[config.mk]
export PLATFORM = sky130hd
export DESIGN_NAME = uart_cmd_parser
export DESIGN_NICKNAME = d
export VERILOG_FILES = /design/src/rtl/uart_link_pkg.sv /design/src/rtl/hex_ascii_decode.sv /design/src/rtl/uart_cmd_parser.sv
export SDC_FILE = /design/constraint.sdc
export NUM_CORES = 1
export LEC_CHECK = 0
export ABC_AREA = 1
export BUFFER_PORTS_ARGS = -buffer_cell sky130_fd_sc_hd__buf_4
export CAP_MARGIN = 10
export CORE_UTILIZATION = 51
export DETAILED_ROUTE_END_ITERATION = 10
export GPL_ROUTABILITY_DRIVEN = 1
export PLACE_DENSITY = 0.81
export SKIP_CTS_REPAIR_TIMING = 1
export SLEW_MARGIN = 20
export SYNTH_ARGS = -nofsm -noshare
export SYNTH_HDL_FRONTEND = slang
export SYNTH_SLANG_ARGS = --single-unit
[constraint.sdc]
create_clock -name clk -period 2.1 [get_ports clk]
set_input_delay 0.42 -clock clk [delete_from_list [all_inputs] [get_ports clk]]
set_output_delay 0.42 -clock clk [all_outputs]
set_load 0.05 [all_outputs]
[src/rtl/uart_link_pkg.sv]
// Shared types and constants for the UART link receive/transmit helpers.
//   parser_state_t : frame parser FSM states
//   cmd_t          : which register a frame targets (switches or buttons)
//   ASCII_*        : framing characters
//   sat_inc8       : saturating 8-bit increment used by error counters
package uart_link_pkg;

  typedef enum logic [1:0] {
    IDLE   = 2'd0,
    DIGITS = 2'd1,
    TERM   = 2'd2
  } parser_state_t;

  typedef enum logic {
    SW  = 1'b0,
    BTN = 1'b1
  } cmd_t;

  localparam logic [7:0] ASCII_S  = 8'h53;
  localparam logic [7:0] ASCII_B  = 8'h42;
  localparam logic [7:0] ASCII_CR = 8'h0D;
  localparam logic [7:0] ASCII_LF = 8'h0A;

  function automatic logic [7:0] sat_inc8(input logic [7:0] value);
    return (value == 8'hFF) ? 8'hFF : value + 8'd1;
  endfunction

endpackage

[src/rtl/hex_ascii_decode.sv]
// Combinational ASCII hex-digit decoder.
//   ch     in  8 : ASCII character
//   is_hex out 1 : ch is one of 0-9, A-F, a-f
//   nibble out 4 : value of the digit (0 when is_hex is low)
module hex_ascii_decode (
  input  logic [7:0] ch,
  output logic       is_hex,
  output logic [3:0] nibble
);

  always_comb begin
    is_hex = 1'b0;
    nibble = 4'h0;
    if (ch >= 8'h30 && ch <= 8'h39) begin
      is_hex = 1'b1;
      nibble = ch[3:0];
    end else if ((ch >= 8'h41 && ch <= 8'h46) || (ch >= 8'h61 && ch <= 8'h66)) begin
      // 'A'/'a' have low nibble 1, so adding 9 yields 10..15.
      is_hex = 1'b1;
      nibble = ch[3:0] + 4'd9;
    end
  end

endmodule

[src/rtl/uart_cmd_parser.sv]
// Receive-side frame parser: turns "Sxxxx<CR|LF>" and "Bxx<CR|LF>" byte
// streams into registered switch / button state.
//   clk, rst_n        : clock, asynchronous active-low reset
//   ena               : global enable; low freezes all state
//   rx_data, rx_valid : received character and its one-cycle strobe
//   switch_data       : last accepted switch value
//   button_data       : last accepted button value
//   sw_update         : one-cycle pulse when switch_data is loaded
//   btn_update        : one-cycle pulse when button_data is loaded
//   frame_err         : one-cycle pulse on a rejected or stalled frame
//   err_count         : saturating count of rejected frames
//   busy              : high while a frame is in progress
module uart_cmd_parser
  import uart_link_pkg::*;
#(
  parameter int DATA_WIDTH     = 8,
  parameter int SWITCH_COUNT   = 16,
  parameter int BUTTON_COUNT   = 5,
  parameter int TIMEOUT_CYCLES = 5_000_000
) (
  input  logic                    clk,
  input  logic                    rst_n,
  input  logic                    ena,
  input  logic [DATA_WIDTH-1:0]   rx_data,
  input  logic                    rx_valid,
  output logic [SWITCH_COUNT-1:0] switch_data,
  output logic [BUTTON_COUNT-1:0] button_data,
  output logic                    sw_update,
  output logic                    btn_update,
  output logic                    frame_err,
  output logic [7:0]              err_count,
  output logic                    busy
);

  localparam int TW = $clog2(TIMEOUT_CYCLES + 1);
  localparam logic [TW-1:0] IDLE_LIMIT = TW'(TIMEOUT_CYCLES - 1);

  parser_state_t state;
  cmd_t          cmd;
  logic [1:0]    digit_cnt;
  logic [15:0]   acc;
  logic [TW-1:0] idle_cnt;

  logic       is_hex;
  logic [3:0] nibble;
  logic [1:0] last_digit;
  logic       is_term;

  hex_ascii_decode u_hex (
    .ch     (rx_data),
    .is_hex (is_hex),
    .nibble (nibble)
  );

  assign last_digit = (cmd == SW) ? 2'd3 : 2'd1;
  assign is_term    = (rx_data == ASCII_CR) || (rx_data == ASCII_LF);

  always_ff @(posedge clk or negedge rst_n) begin
    if (!rst_n) begin
      state       <= IDLE;
      cmd         <= SW;
      digit_cnt   <= 2'd0;
      acc         <= 16'h0000;
      idle_cnt    <= '0;
      switch_data <= '0;
      button_data <= '0;
      sw_update   <= 1'b0;
      btn_update  <= 1'b0;
      frame_err   <= 1'b0;
      err_count   <= 8'h00;
      busy        <= 1'b0;
    end else if (!ena) begin
      sw_update  <= 1'b0;
      btn_update <= 1'b0;
      frame_err  <= 1'b0;
    end else begin
      sw_update  <= 1'b0;
      btn_update <= 1'b0;
      frame_err  <= 1'b0;

      case (state)
        IDLE: begin
          idle_cnt <= '0;
          // Anything that is not a start character is line noise.
          if (rx_valid && (rx_data == ASCII_S || rx_data == ASCII_B)) begin
            state     <= DIGITS;
            cmd       <= (rx_data == ASCII_S) ? SW : BTN;
            digit_cnt <= 2'd0;
            acc       <= 16'h0000;
            busy      <= 1'b1;
          end
        end

        DIGITS, TERM: begin
          if (rx_valid) begin
            // A byte on the would-be timeout cycle still wins.
            idle_cnt <= '0;
            if (state == DIGITS && is_hex) begin
              acc <= {acc[11:0], nibble};
              if (digit_cnt == last_digit) begin
                state     <= TERM;
                digit_cnt <= 2'd0;
              end else begin
                digit_cnt <= digit_cnt + 2'd1;
              end
            end else if (state == TERM && is_term) begin
              if (cmd == SW) begin
                switch_data <= acc[SWITCH_COUNT-1:0];
                sw_update   <= 1'b1;
              end else begin
                button_data <= acc[BUTTON_COUNT-1:0];
                btn_update  <= 1'b1;
              end
              state <= IDLE;
              busy  <= 1'b0;
            end else begin
              // Offending byte is consumed, never re-read as a start char.
              frame_err <= 1'b1;
              err_count <= sat_inc8(err_count);
              state     <= IDLE;
              busy      <= 1'b0;
            end
          end else if (idle_cnt == IDLE_LIMIT) begin
            // This silent cycle would bring the count to TIMEOUT_CYCLES.
            frame_err <= 1'b1;
            err_count <= sat_inc8(err_count);
            state     <= IDLE;
            busy      <= 1'b0;
            idle_cnt  <= '0;
          end else begin
            idle_cnt <= idle_cnt + TW'(1);
          end
        end

        default: begin
          state <= IDLE;
          busy  <= 1'b0;
        end
      endcase
    end
  end

endmodule

==> flow_metrics.tcl <==
set metrics [dict create \
    run_status "complete, no violations" \
    tns_ns 0 \
    path_clk_slew_ns 0.08 \
    ys_warn_count 0 \
    worst_slew_pin_slew_ns 0.563 \
    cts_tree "built" \
    totalWireLength_mm 9.03 \
    grt_max_degree 44 \
    hp-class "in2async" \
    final_max_slew_viol_count 0 \
    clock_power_share 0.286 \
    start_kind "register" \
    cts_sinks 77 \
    finalPower_uw 4480 \
    fin_crit_sh 0.891 \
    diodes 0 \
    fin_skew_ns 0.0181 \
    start_util 0.534 \
    synth-seq-cells 77 \
    clock_latency_ns 0.37 \
    layout_min_cycle_time_ns 1.87 \
    synth_nets 567 \
    rows 32 \
    die_h_um 92.5 \
    area_growth_syn_to_layout_pct 16.6 \
    grt_pass1_wl_mm 15.3 \
    p_leak_uw 0.00249 \
    avgSynthCellArea_um2 7.66 \
    vias_per_cell 5.27 \
    core-area_um2 7810 \
    initialDrtViolationCount 229 \
    path_class "reg2reg" \
    cts_buffers 9 \
    p_comb_frac 0.309 \
    grt_overflow 0 \
    rsz0062_at_grt "true" \
    die-width_um 92.5 \
    finalWorstSetupSlack_ns 0.230 \
    cts_root_buf "clkbuf_8" \
    switching_power_uw 1720 \
    synth_cells 545 \
    grt_pass1_vias 3372 \
    die_area_um2 8550 \
    io_buffers 44 \
    crit_path_max_fanout 9 \
    gp_congestion 0.916 \
    syn-cell-area_um2 4170 \
    fmax_mhz 535 \
    ios 45 \
    detail-route-antenna-nets 0 \
    cp-end-kind "register" \
    cp.required_ns 2.37 \
    preCtsSetupSlack_ns 0.127 \
    vias 3713 \
    ir_worst_vdd_mv 0.667 \
    cts_buffer_depth 2 \
    yosysSeqAreaShare 0.462 \
    p_seq_frac 0.404 \
    antenna_found_initial 0 \
    hold_viol 0 \
    htreeDepth 3 \
    dp.final_hpwl_mm 6.57 \
    grt_usage 0.225 \
    nets 619 \
    p_per_area_nw_per_um2 921 \
    firstDrtPassIters 5 \
    maxSlewHeadroom 0.625 \
    drv_cap 0 \
    p_int_uw 2760 \
    final_cell_area_um2 4860 \
    drc_errors 0 \
    wl_per_cell_um 12.8 \
    critPathArrivalTime_ns 2.14 \
    drive_above_1_share 0.159 \
    p_sw_frac 0.384 \
    setup_viol 0 \
    place_area_um2 4640 \
    ys_types 37 \
]
==> per-layer routing <==
layer | vias to the layer above | routed length, um | track usage | share of wire
li1 | 1837 | - | - | -
met1 | 1758 | 4240 | 0.309 | 0.47
met2 | 108 | 4210 | 0.359 | 0.47
met3 | 10 | 434 | 0.0312 | 0.048
met4 | 0 | 148 | 0.0964 | 0.016
met5 | - | 0 | 0 | 0
==> state kept, by name, indices dropped and copies added (netlist names) <==
register     cells
digit_cnt        2
button_data      5
acc             16
frame_err        1
btn_update       1
sw_update        1
state            2
busy             1
idle_cnt        23
switch_data     16
cmd              1
err_count        8
==> through the flow <==
| step | hold WS [ns] | instances | util |
|---|---|---|---|
| after global placement | 0.439 | 688 | 0.594 |
| after detailed placement | 0.451 | 688 | 0.594 |
| after CTS | 0.0563 | 704 | 0.623 |
| after floorplan | 0.124 | 545 | - |
| final | 0.0443 | 704 | 0.623 |
| after global routing | 0.0911 | 704 | 0.623 |
==> power groups by stage <==
stage	Clock [uW]	Sequential [uW]	Combinational [uW]
2_1_floorplan	0	1960	907
3_3_place_gp	0	1830	1340
3_5_place_dp	0	1840	1380
4_1_cts	1300	1810	1390
5_1_grt	1370	1840	1550
6_report	1280	1810	1390
==> cell usage in the layout (no fill, tap or decap), types with 2 or more instances in the layout <==
master and n:
nand2_1 187, dfrtp_1 77, inv_1 55, buf_4 53, nor2_1 47, nand3_1 37, o21ai_0 19, a21oi_1 17
nand3b_1 13, o21ai_1 13, nand4_1 11, ha_1 10, clkbuf_8 9, nor3_1 8, inv_2 4, nor2_4 4
xnor2_1 3, nor3_2 3, nand2_4 3, or2_2 3, nor2_2 3, nand3_2 2, inv_6 2, bufinv_16 2
==> cell usage after synthesis <==
cell | n | area [um^2]
o21bai_1 | 1 | 7.51
nand2_2 | 1 | 6.26
a21oi_4 | 1 | 16.3
inv_1 | 55 | 206
and3_1 | 1 | 6.26
nor2_2 | 3 | 18.8
o21a_1 | 1 | 7.51
nand2_4 | 3 | 33.8
nand3b_1 | 13 | 97.6
nand3_2 | 2 | 20.0
nand2_1 | 187 | 702
inv_2 | 4 | 15.0
clkbuf_1 | 1 | 3.75
nor2_4 | 4 | 45.0
nand4_1 | 11 | 68.8
clkinv_1 | 1 | 3.75
buf_6 | 1 | 11.3
or2_2 | 3 | 18.8
nand3_4 | 1 | 17.5
nand3_1 | 37 | 185
nor2_1 | 47 | 176
xor2_1 | 1 | 8.76
a21oi_2 | 1 | 8.76
nor3_2 | 3 | 30.0
nor3_1 | 8 | 40.0
o21ai_1 | 13 | 65.1
ha_1 | 10 | 125
a21oi_1 | 17 | 85.1
dfrtp_1 | 77 | 1930
or2_1 | 1 | 6.26
nor4_1 | 1 | 6.26
buf_2 | 6 | 30.0
xnor2_1 | 3 | 26.3
o21ai_0 | 19 | 95.1
a211oi_1 | 1 | 7.51
buf_4 | 5 | 37.5
or2_0 | 1 | 6.26
==> layout make-up <==
cell class	count	area (um^2)
Clock buffer	9	124
Clock inverter	7	105
Fill cell	680	2940
Inverter	60	225
Multi-Input combinational cell	395	1940
Sequential cell	77	1930
Tap cell	102	128
Timing Repair Buffer	54	418
==> critical path, cell delays in order, from the launching register on <==
cell      delay (ns)
dfrtp_1         0.40
inv_1           0.08
ha_1            0.36
inv_1           0.10
nor2_1          0.13
nand2_1         0.14
nand2_1         0.11
clkinv_1        0.23
nor3_1          0.23
==> logic make-up after synthesis <==
logic type      count (synthesis)  synth area share
xor+xnor                        4           0.00840
compound gates                 54            0.0702
simple gates                  327             0.356
fa+ha+maj                      10            0.0300
buf+inv                        73            0.0738
flops                          77             0.462
==> worst paths after layout <==
check	slack, ns	from	depth (start not counted)	endpoint
max in group asynchronous	1.45	rst_n	2	idle_cnt[19]$_DFFE_PN0P_
hold / removal	0.04	rst_n	1	idle_cnt[8]$_DFFE_PN0P_
setup reg to reg	0.23	state[0]$_DFFE_PN0P_	8	idle_cnt[4]$_DFFE_PN0P_
setup / recovery	0.23	state[0]$_DFFE_PN0P_	8	idle_cnt[4]$_DFFE_PN0P_
min in group clk	0.48	acc[15]$_DFFE_PN0P_	2	acc[15]$_DFFE_PN0P_
hold reg to reg	0.48	acc[15]$_DFFE_PN0P_	2	acc[15]$_DFFE_PN0P_
(Power assumes the default switching activity.)
